<file path="src/rtl/pipelined_vector_adder_if.sv">
// Operand/result stream bundle for pipelined_vector_adder.
// The producer/consumer side uses master; the adder uses slave.
interface pipelined_vector_adder_if #(
   parameter int unsigned WIDTH = 32,
   parameter int unsigned LANES = 4
);
   logic                     in_valid;
   logic                     in_ready;
   logic [LANES*WIDTH-1:0]   a;
   logic [LANES*WIDTH-1:0]   b;
   logic                     sub;
   logic                     sat;
   logic                     out_valid;
   logic                     out_ready;
   logic [LANES*WIDTH-1:0]   sum;
   logic [LANES-1:0]         cout;
   logic [LANES-1:0]         ovf;

   modport master (
      output in_valid, a, b, sub, sat, out_ready,
      input  in_ready, out_valid, sum, cout, ovf
   );

   modport slave (
      input  in_valid, a, b, sub, sat, out_ready,
      output in_ready, out_valid, sum, cout, ovf
   );
endinterface

</file>
<file path="src/rtl/pipelined_vector_adder.sv">
// Multi-lane add/subtract with optional signed saturation.
// Each lane ripples its carry through SEGS pipeline stages of SW bits each.
module pipelined_vector_adder #(
   parameter int unsigned WIDTH = 32,
   parameter int unsigned LANES = 4,
   parameter int unsigned SEGS  = 4
) (
   input logic                    clk,
   input logic                    rst,
   pipelined_vector_adder_if.slave bus
);
   localparam int unsigned SW = WIDTH / SEGS;
   localparam int unsigned W  = LANES * WIDTH;

   logic adv;

   // Stage registers; index k holds the beat after segment k has been added.
   logic             vld_q [SEGS];
   logic             sat_q [SEGS];
   logic [W-1:0]     a_q   [SEGS];
   logic [W-1:0]     b_q   [SEGS];
   logic [W-1:0]     res_q [SEGS];
   logic [LANES-1:0] cy_q  [SEGS];
   logic [LANES-1:0] ovf_q [SEGS];

   // Stage inputs: the accepted beat for stage 0, the previous register otherwise.
   logic             vld_i [SEGS];
   logic             sat_i [SEGS];
   logic [W-1:0]     a_i   [SEGS];
   logic [W-1:0]     b_i   [SEGS];
   logic [W-1:0]     res_i [SEGS];
   logic [LANES-1:0] cy_i  [SEGS];

   assign adv          = !bus.out_valid || bus.out_ready;
   assign bus.in_ready = adv;

   for (genvar k = 0; k < SEGS; k++) begin : g_stage
      logic [W-1:0]     res_d;
      logic [LANES-1:0] cy_d;
      logic [LANES-1:0] ovf_d;

      if (k == 0) begin : g_head
         // B is inverted and sub seeds the carry, so subtraction needs no later flag.
         assign vld_i[k] = bus.in_valid;
         assign sat_i[k] = bus.sat;
         assign a_i[k]   = bus.a;
         assign b_i[k]   = bus.b ^ {W{bus.sub}};
         assign res_i[k] = '0;
         assign cy_i[k]  = {LANES{bus.sub}};
      end else begin : g_body
         assign vld_i[k] = vld_q[k-1];
         assign sat_i[k] = sat_q[k-1];
         assign a_i[k]   = a_q[k-1];
         assign b_i[k]   = b_q[k-1];
         assign res_i[k] = res_q[k-1];
         assign cy_i[k]  = cy_q[k-1];
      end

      always_comb begin
         logic [SW:0] seg;
         seg   = '0;
         res_d = res_i[k];
         cy_d  = '0;
         ovf_d = '0;
         for (int l = 0; l < LANES; l++) begin
            seg = {1'b0, a_i[k][l*WIDTH + k*SW +: SW]}
                + {1'b0, b_i[k][l*WIDTH + k*SW +: SW]}
                + (SW+1)'(cy_i[k][l]);
            res_d[l*WIDTH + k*SW +: SW] = seg[SW-1:0];
            cy_d[l] = seg[SW];
            // Carry into the segment MSB recovered as a ^ b ^ sum at that bit.
            ovf_d[l] = a_i[k][l*WIDTH + k*SW + SW - 1] ^ b_i[k][l*WIDTH + k*SW + SW - 1]
                     ^ seg[SW-1] ^ seg[SW];
            if (k == SEGS - 1 && sat_i[k] && ovf_d[l]) begin
               res_d[l*WIDTH +: WIDTH] = seg[SW-1] ? {1'b0, {(WIDTH-1){1'b1}}}
                                                   : {1'b1, {(WIDTH-1){1'b0}}};
            end
         end
      end

      always_ff @(posedge clk) begin
         if (rst) begin
            vld_q[k] <= 1'b0;
            sat_q[k] <= 1'b0;
            a_q[k]   <= '0;
            b_q[k]   <= '0;
            res_q[k] <= '0;
            cy_q[k]  <= '0;
            ovf_q[k] <= '0;
         end else if (adv) begin
            vld_q[k] <= vld_i[k];
            sat_q[k] <= sat_i[k];
            a_q[k]   <= a_i[k];
            b_q[k]   <= b_i[k];
            res_q[k] <= res_d;
            cy_q[k]  <= cy_d;
            ovf_q[k] <= ovf_d;
         end
      end
   end

   assign bus.out_valid = vld_q[SEGS-1];
   assign bus.sum       = res_q[SEGS-1];
   assign bus.cout      = cy_q[SEGS-1];
   assign bus.ovf       = ovf_q[SEGS-1];
endmodule

</file>
<file path="src/flat_wrapper.sv">
// flat-port wrapper written by rule: the top's interface ports become plain ports
module pipelined_vector_adder_flat 
#(
   parameter int unsigned WIDTH = 32,
   parameter int unsigned LANES = 4,
   parameter int unsigned SEGS  = 4
)
  (clk, rst, bus_in_valid, bus_a, bus_b, bus_sub, bus_sat, bus_out_ready, bus_in_ready, bus_out_valid, bus_sum, bus_cout, bus_ovf);
  pipelined_vector_adder_if #(.WIDTH(WIDTH), .LANES(LANES)) bus_i ();
  input logic clk;
  input logic rst;
  input wire logic [$bits(bus_i.in_valid)-1:0] bus_in_valid;
  input wire logic [$bits(bus_i.a)-1:0] bus_a;
  input wire logic [$bits(bus_i.b)-1:0] bus_b;
  input wire logic [$bits(bus_i.sub)-1:0] bus_sub;
  input wire logic [$bits(bus_i.sat)-1:0] bus_sat;
  input wire logic [$bits(bus_i.out_ready)-1:0] bus_out_ready;
  output wire logic [$bits(bus_i.in_ready)-1:0] bus_in_ready;
  output wire logic [$bits(bus_i.out_valid)-1:0] bus_out_valid;
  output wire logic [$bits(bus_i.sum)-1:0] bus_sum;
  output wire logic [$bits(bus_i.cout)-1:0] bus_cout;
  output wire logic [$bits(bus_i.ovf)-1:0] bus_ovf;
  assign bus_i.in_valid = bus_in_valid;
  assign bus_i.a = bus_a;
  assign bus_i.b = bus_b;
  assign bus_i.sub = bus_sub;
  assign bus_i.sat = bus_sat;
  assign bus_i.out_ready = bus_out_ready;
  assign bus_in_ready = bus_i.in_ready;
  assign bus_out_valid = bus_i.out_valid;
  assign bus_sum = bus_i.sum;
  assign bus_cout = bus_i.cout;
  assign bus_ovf = bus_i.ovf;
  pipelined_vector_adder #(.WIDTH(WIDTH), .LANES(LANES), .SEGS(SEGS)) u_core (.clk(clk), .rst(rst), .bus(bus_i));
endmodule
</file>
<file path="config.mk">
export PLATFORM = sky130hd
export DESIGN_NAME = pipelined_vector_adder_flat
export DESIGN_NICKNAME = d
export VERILOG_FILES = /design/src/rtl/pipelined_vector_adder_if.sv /design/src/rtl/pipelined_vector_adder.sv /design/src/flat_wrapper.sv
export SDC_FILE = /design/constraint.sdc
export NUM_CORES = 1
export LEC_CHECK = 0
export CAP_MARGIN = 20
export CORE_ASPECT_RATIO = 0.8
export CORE_UTILIZATION = 45
export CTS_BUF_LIST = sky130_fd_sc_hd__clkbuf_4
export DETAILED_ROUTE_END_ITERATION = 8
export PLACE_DENSITY = 0.74
export SETUP_SLACK_MARGIN = 0.5
export SLEW_MARGIN = 10
export SYNTH_ARGS = -nofsm -noshare
export SYNTH_HDL_FRONTEND = slang
export SYNTH_SLANG_ARGS = --single-unit
</file>
<file path="constraint.sdc">
create_clock -name clk -period 10.4 [get_ports clk]
set_clock_uncertainty 0.05 [all_clocks]
set_input_delay 1.56 -clock clk [delete_from_list [all_inputs] [get_ports clk]]
set_output_delay 1.56 -clock clk [all_outputs]
set_load 0.02 [all_outputs]
</file>
==> results of run 1 <==
how the worst max path moves through the flow:
| stage | endpoint | depth (start not counted) | start | slack, ns |
|---|---|---|---|---|
| after global routing | bus_in_ready | 3 | bus_out_ready | 5.78 |
| after floorplan | u_core.a_q[0][104]$_SDFFCE_PN0P_ | 2 | bus_out_ready | 2.72 |
| final | bus_in_ready | 3 | bus_out_ready | 5.86 |
| after detailed placement | u_core.res_q[3][97]$_SDFFCE_PN0P_ | 5 | bus_out_ready | 5.50 |
| after CTS | bus_in_ready | 3 | bus_out_ready | 5.83 |
| after global placement | u_core.res_q[0][7]$_SDFFCE_PN0P_ | 9 | bus_sub | 5.61 |
state kept, by name (all words and copies together), names as in the netlist:
| name | count |
|---|---|
| u_core.a_q | 192 |
| u_core.sat_q | 3 |
| u_core.res_q | 320 |
| u_core.vld_q | 4 |
| u_core.b_q | 192 |
| u_core.cy_q | 16 |
| u_core.ovf_q | 4 |
through the flow:
stage                     instances  util [%]
after floorplan                2371         -
after global placement         3608      52.4
after detailed placement       3609      52.4
after CTS                      3927      55.7
after global routing           3936      55.7
final                          3937      55.7
power by group through the flow:
stage	Sequential, W	Combinational (W)	Clock (W)
4_1_cts	0.00354	0.000703	0.00253
3_5_place_dp	0.00361	0.000697	0
2_1_floorplan	0.00362	0.000392	0
5_1_grt	0.00356	0.000767	0.00267
3_3_place_gp	0.00360	0.000677	0
6_report	0.00354	0.000698	0.00245
cell type report:
type,count,area (µm²),area share [%]
Sequential cell,731,22000,54.2
Inverter,60,225,0.556
Tap cell,945,1180,2.92
Timing Repair Buffer,415,4200,10.4
Clock inverter,48,339,0.837
Multi-Input combinational cell,1459,10600,26.1
Clock buffer,270,2030,5.00
Antenna cell,9,22.5,0.0556
per-layer routing:
metal	share of wire, %	wire, µm
met1	43	29500
met3	7.6	5150
met5	0.025	17
met2	47	31700
met4	2.5	1720
cell usage after synthesis, types with 3 or more instances:
cell type  count  area [µm²]
buf_6         18         203
nor3b_1       16         120
o21ai_1       12        60.1
o211ai_1       6        45.0
a21oi_1       84         420
nand2b_1      34         213
nor2_2         3        18.8
xnor2_1      141        1230
nor2b_1       22         138
and2_1       403        2520
buf_2         24         120
a41oi_2        4        65.1
xor2_1        42         368
fa_1          28         561
a21oi_4        4        65.1
a31o_1       112         981
ha_1         112        1400
inv_1         60         225
or3b_1         8        70.1
clkbuf_1      70         263
mux2i_1        9        90.1
a41o_1         3        30.0
nor3_1        34         170
o22a_1         3        26.3
edfxtp_1     731       22000
o21a_1        30         225
buf_1          8        30.0
nor2_1       197         739
a211oi_1      12        90.1
nor4_1         7        43.8
o21ai_0       47         235
a211oi_2       3        37.5
a21o_1        29         218
nand2_1       27         101
kinds of logic (layout without fill, tap and decap cells):
kind of cell	count (synthesis)	after routing
flops	731	731
fa+ha+maj	140	140
compound gates	364	364
buf+inv	181	793
other cells	0	9
xor+xnor	183	183
simple gates	761	761
mux	11	11
cells in the final DEF, fill, tap and decap left out, types with 6 or more instances in the layout:
| cell type | Yosys | layout |
|---|---|---|
| xnor2_1 | 141 | 141 |
| xor2_1 | 42 | 42 |
| or3b_1 | 8 | 8 |
| o21a_1 | 30 | 30 |
| diode_2 | 0 | 9 |
| nor3b_1 | 16 | 16 |
| a31o_1 | 112 | 112 |
| inv_1 | 60 | 60 |
| o211ai_1 | 6 | 6 |
| a21o_1 | 29 | 29 |
| nor4_1 | 7 | 7 |
| clkdlybuf4s50_1 | 0 | 398 |
| nand2_1 | 27 | 27 |
| and2_1 | 403 | 403 |
| clkinv_1 | 0 | 29 |
| edfxtp_1 | 731 | 731 |
| buf_4 | 0 | 9 |
| nor2_1 | 197 | 197 |
| a211oi_1 | 12 | 12 |
| mux2i_1 | 9 | 9 |
| a21oi_1 | 84 | 84 |
| fa_1 | 28 | 28 |
| ha_1 | 112 | 112 |
| nor2b_1 | 22 | 21 |
| nor3_1 | 34 | 34 |
| o21ai_1 | 12 | 12 |
| o21ai_0 | 47 | 47 |
| nand2b_1 | 34 | 33 |
| clkbuf_4 | 0 | 270 |
==> reports/results.txt, run 1 <==
Status: complete, no violations
H-tree Lvls: 4
GR Overflow Total: 0
Final Power: 0.00669 W
Met2 GRT Util: 28.5%
Slowest CP cell: clkdlybuf4s50_1
Die height: 245 µm
Synth Warn #: 0
Largest net degree at the start of global routing: 254
Core footprint: 72700 µm²
DP Area: 38100 µm²
RSZ-0062 raised after global routing: no
Crit-path max FO: 4
Syn Std Cell Area: 33300 µm²
Worst endpoint required time: 8.79 ns
Grt met1 use: 23.5%
PD cells: 165 nW/µm²
Setup TNS: 0 ns
Layout area overhead: 21.5%
Grt met3 use: 5.11%
DRT Pass-1 Iters: 5
GRT Util Overall: 18.1%
Post-DP HPWL: 43700 µm
Post-synth EDFFs: 731
Clock sinks: 731
Sw Pwr: 0.00155 W
Number of max-cap violations: 0
CTS Root Cell: clkbuf_4
R2R cell count: 9
Initial antenna violation count: 6
Max-slew violations: 0
Antenna-violating nets left: 0
RePlAce Congestion: 0.874
Dominant synthesized flop cell: edfxtp_1
Vias: 20.0k
Clock Latency Late Sink: 1.01 ns
Tmin final: 4.54 ns
Synth cell types: 53
Mux share of post-synthesis cell area: 0.338%
Most frequent CP cell: clkdlybuf4s50_1
Clock slew at reported path FFs: 0.06 ns
Post-CTS Setup Bufs: 0
Worst R2R Start: u_core.cy_q[1][2]$_SDFFCE_PN0P_
Hold_sp: u_core.a_q[0][216]$_SDFFCE_PN0P_
CP Cell Sequence: clkdlybuf4s50_1, nand2b_1, clkdlybuf4s50_1
Sw Share: 23.2%
Site Rows: 88
Synthesis-stage register bit count: 731
Post-CTS Hold Buffers: 0
Avg Inst Size Synth: 14.1 µm²
CP arrival: 2.93 ns
Resized cells post-CTS: 0
Synth Instances: 2371
Clock Power Share: 36.6%
CTS tree: built
Largest family of logic cells by synthesized area: simple AND/OR/NAND/NOR gates
Final Setup Violations: 0
Initial core utilization: 45.9%
Tcrit/Tclk final: 43.7%
Complex-gate fraction of the synthesized area: 7.99%
Crit Reg-Reg Endpoint: u_core.res_q[3][65]$_SDFFCE_PN0P_
Count of port buffers added during placement: 399
Worst min path class: flip-flop to flip-flop
Setup WS pre-CTS: 5.50 ns
Post-synthesis sequential area ratio: 65.8%
Final hold vios: 0
R2R Setup Slk: 6.95 ns
Hold Slack: 0.441 ns
Peak Freq: 220 MHz
Reg power frac: 53.0%
Synth Area in Simple Gates: 12.6%
WL/cell: 17.3 µm
Final WL: 68100 µm
XOR/XNOR share of the synthesized area: 4.81%
Vias in the first global route: 20.4k
GRT Max-Usage Layer: met2
WS Path Type: input pin to primary output
Worst path buffer plus inverter count: 2
Combinational share of power: 10.4%
Worst setup margin: 5.86 ns
DR vias/cell: 5.08
CP delay by family, top: buffers and inverters
Design Area, Final: 40500 µm²
Crit start category: input pin
Initial DRC Count: 1401
Boundary Pins: 400
Internal power: 0.00513 W
Mapped Nets: 2773
Fill count: 5854
Hold Path End: u_core.a_q[1][88]$_SDFFCE_PN0P_
First-pass GRT wire length: 106000 µm
Die area: 75200 µm²
CP peak stage delay: 0.68 ns
Worst slew pin tran: 1.18 ns
Num CTS Buffers: 180
Layout cells sized above 1: 11.2%
Post-route DRC: 0
Worst VDD drop: 0.000101 V
Normalized max-slew margin: 21.3%
Nets: 3249
Die Width: 306 µm
Leakage: 16.4 nW
Critical Path End Type: primary output
Async S/R FF share, synth: 0%
Hold Path Stages: 1
Longest Clk Path Bufs: 3
Adder-cell area share of the yosys netlist: 5.88%
Note: power is estimated with default switching activity, not from simulation.
==> run 2, diff against run 1 <==
==> constraint.sdc (replaced) <==
create_clock -name clk -period 4.06 [get_ports clk]
set_clock_uncertainty 0.05 [all_clocks]
set_input_delay 0.609 -clock clk [delete_from_list [all_inputs] [get_ports clk]]
set_output_delay 0.609 -clock clk [all_outputs]
set_load 0.02 [all_outputs]
==> run 2 against run 1 <==
Against the previous run: first-iteration DRC count up 1.1%; sequential cell count did not move; clock-buffer cell count fell by 20; sequential share of layout area fell by 0.20 points; core utilization up 0.21 points; clock power up 140%; sequential power grew to 2.6 times the previous value; register-to-register slack got worse by 6.2 ns; wire length decreased by 1.0%; combinational power grew to 2.6 times the previous value; worst hold slack worse by 0.27 ns; critical path type is now flip-flop to flip-flop; largest power group unchanged.
==> reports/results.txt, run 2 (synthesized netlist as in run 1, its figures left out) <==
Status: complete, no violations
Post-route DRC: 0 (unchanged)
Critical Path End Type: flip-flop
DR top layer: met5
RePlAce Congestion: 0.902 (+3.2%)
Worst slew pin tran: 0.904 ns (-0.276 ns)
Clock sinks: 731 (unchanged)
Crit-path max FO: 31 (+27)
Tcrit/Tclk final: 81.8%
Clock Latency Late Sink: 1.04 ns (+0.03 ns)
CP arrival: 4.12 ns (+1.19 ns)
Post-CTS Setup Bufs: 0 (unchanged)
Leakage: 16.4 nW (+0.49%)
Clock slew at reported path FFs: 0.07 ns (about the same)
Fin util: 55.9% (+0.21 points)
Combinational share of power: 10.7% (+0.3 points)
Layout area overhead: 21.9%
Die Width: 306 µm (unchanged)
Site Rows: 88 (unchanged)
Sw Pwr: 0.00392 W (+150%)
Worst min path class: input pin to flip-flop
Count of port buffers added during placement: 399 (unchanged)
Longest Clk Path Bufs: 3 (unchanged)
Worst R2R Start: u_core.cy_q[1][1]$_SDFFCE_PN0P_
Internal power: 0.0129 W (+150%)
Finished Layout Cells: 3949 (+0.30%)
RSZ-0062 raised after global routing: no
Initial core utilization: 45.9% (unchanged)
CTS tree: built
Largest net degree at the start of global routing: 149 (-41%)
Most frequent cells in the layout: edfxtp_1 (731), and2_1 (403), clkdlybuf4s50_1 (398), clkbuf_4 (250), nor2_1 (197)
Final Setup Violations: 0 (unchanged)
Initial DRC Count: 1416 (+1.1%)
Hold_sp: bus_a[18]
Met3 WL post-DR: 5670 µm (+10%)
Met2 wire len: 31400 µm (-0.86%)
Worst setup margin: 0.739 ns (-5.12 ns)
Die area: 75200 µm² (unchanged)
DRT Pass-1 Iters: 5 (unchanged)
Peak Freq: 301 MHz
Final hold vios: 0 (unchanged)
Commonest non-fill, non-tap cell in the layout: edfxtp_1
Post-DP HPWL: 45300 µm (+3.6%)
Nets: 3270 (+0.65%)
GR Overflow Total: 0 (unchanged)
Vias: 19.9k (-0.37%)
Antenna-violating nets left: 0 (unchanged)
Tmin final: 3.32 ns
WL/cell: 17.1 µm (-1.3%)
Most flop-heavy register: u_core.res_q
Worst endpoint required time: 4.86 ns (-3.93 ns)
Setup WS pre-CTS: 0.756 ns (-4.75 ns)
Clock Power Share: 35.4% (-1.2 points)
Crit start category: flip-flop
Sw Share: 23.3% (+0.098 points)
DR vias/cell: 5.05 (-0.67%)
Post-CTS Hold Buffers: 0 (unchanged)
Dpl cells: 3628 (+0.53%)
Final WL: 67400 µm (-1.0%)
Normalized max-slew margin: 39.6% (+18 points)
Initial antenna violation count: 13 (+7)
Resized cells post-CTS: 0 (unchanged)
Num CTS Buffers: 181 (+0.56%)
Worst VDD drop: 0.000220 V (+120%)
Layout cells sized above 1: 11.3% (+0.10 points)
Largest regs: u_core.res_q x320, u_core.a_q x192, u_core.b_q x192
Metal-1 WL: 28700 µm (-2.6%)
Max-slew violations: 0 (unchanged)
Boundary Pins: 400 (unchanged)
GRT Util Overall: 18.0% (-0.095 points)
PD cells: 414 nW/µm² (+150%)
CTS Root Cell: clkbuf_4
WS Path Type: flip-flop to flip-flop
Die height: 245 µm (unchanged)
Crit path launch: u_core.cy_q[1][1]$_SDFFCE_PN0P_
Vias in the first global route: 20.0k (-2.1%)
First-pass GRT wire length: 105000 µm (-0.70%)
H-tree Lvls: 4 (unchanged)
Number of max-cap violations: 0 (unchanged)
Core footprint: 72700 µm² (unchanged)
Largest register FFs: 320 (unchanged)
Reg power frac: 53.9% (+0.9 points)
-- run 2: cell count changes in the layout (fill, tap and decap cells not counted), moves of 3 or more --
cell	previous run	this run
buf_12	5	15
buf_4	9	19
clkbuf_4	270	250
clkinv_1	29	35
clkinv_2	5	8
diode_2	9	12
-- run 2: final timing paths --
check	slack (ns)	end	depth (start not counted)
hold reg to reg	0.42	u_core.res_q[2][40]$_SDFFCE_PN0P_	1
setup / recovery	0.74	u_core.res_q[3][37]$_SDFFCE_PN0P_	9
hold / removal	0.17	u_core.a_q[0][18]$_SDFFCE_PN0P_	2
setup reg to reg	0.74	u_core.res_q[3][37]$_SDFFCE_PN0P_	9
-- run 2: power groups by stage --
stage | logic (W) | registers (W) | clock network (W)
global placement | 0.00176 | 0.00922 | 0
global route | 0.00199 | 0.00911 | 0.00656
detailed placement | 0.00181 | 0.00923 | 0
CTS | 0.00182 | 0.00907 | 0.00617
finish | 0.00180 | 0.00907 | 0.00596
floorplan | 0.00100 | 0.00928 | 0
-- run 2: cell type report --
| cell class | count | area (µm²) |
|---|---|---|
| fillers | 5817 | 32000 |
| well taps | 945 | 1180 |
| clock inverters | 57 | 352 |
| flip-flops and latches | 731 | 22000 |
| diodes | 12 | 30.0 |
| inverters | 60 | 225 |
| clock buffers | 250 | 1880 |
| multi-input cells | 1459 | 10600 |
| repair buffers | 435 | 4470 |
-- run 2: layer usage --
metal,global-route usage (%),up-vias
met2,28.5,644
met5,0,-
met4,6.69,20
met1,23.0,9506
met3,6.07,126
li1,-,9639
-- run 2: metrics by stage --
step	TNS [ns]	hold WS (ns)	cell area [µm²]	power, W
after floorplan	-1834.20	0.447	33300	0.0103
after global placement	0	0.448	38400	0.0110
after detailed placement	0	0.451	38400	0.0110
after CTS	0	0.0216	40600	0.0171
after global routing	0	0.0264	40700	0.0177
final	0	0.170	40700	0.0168
-- run 2: worst max-delay path, stage by stage, from the launching register on --
cell and delay [ns]:
edfxtp_1 0.40, fa_1 0.49, inv_1 0.09, fa_1 0.18, nand2b_1 0.15, a21oi_1 0.10
a31oi_2 0.30, or3b_1 0.43, a21oi_4 0.74, a31o_1 0.19
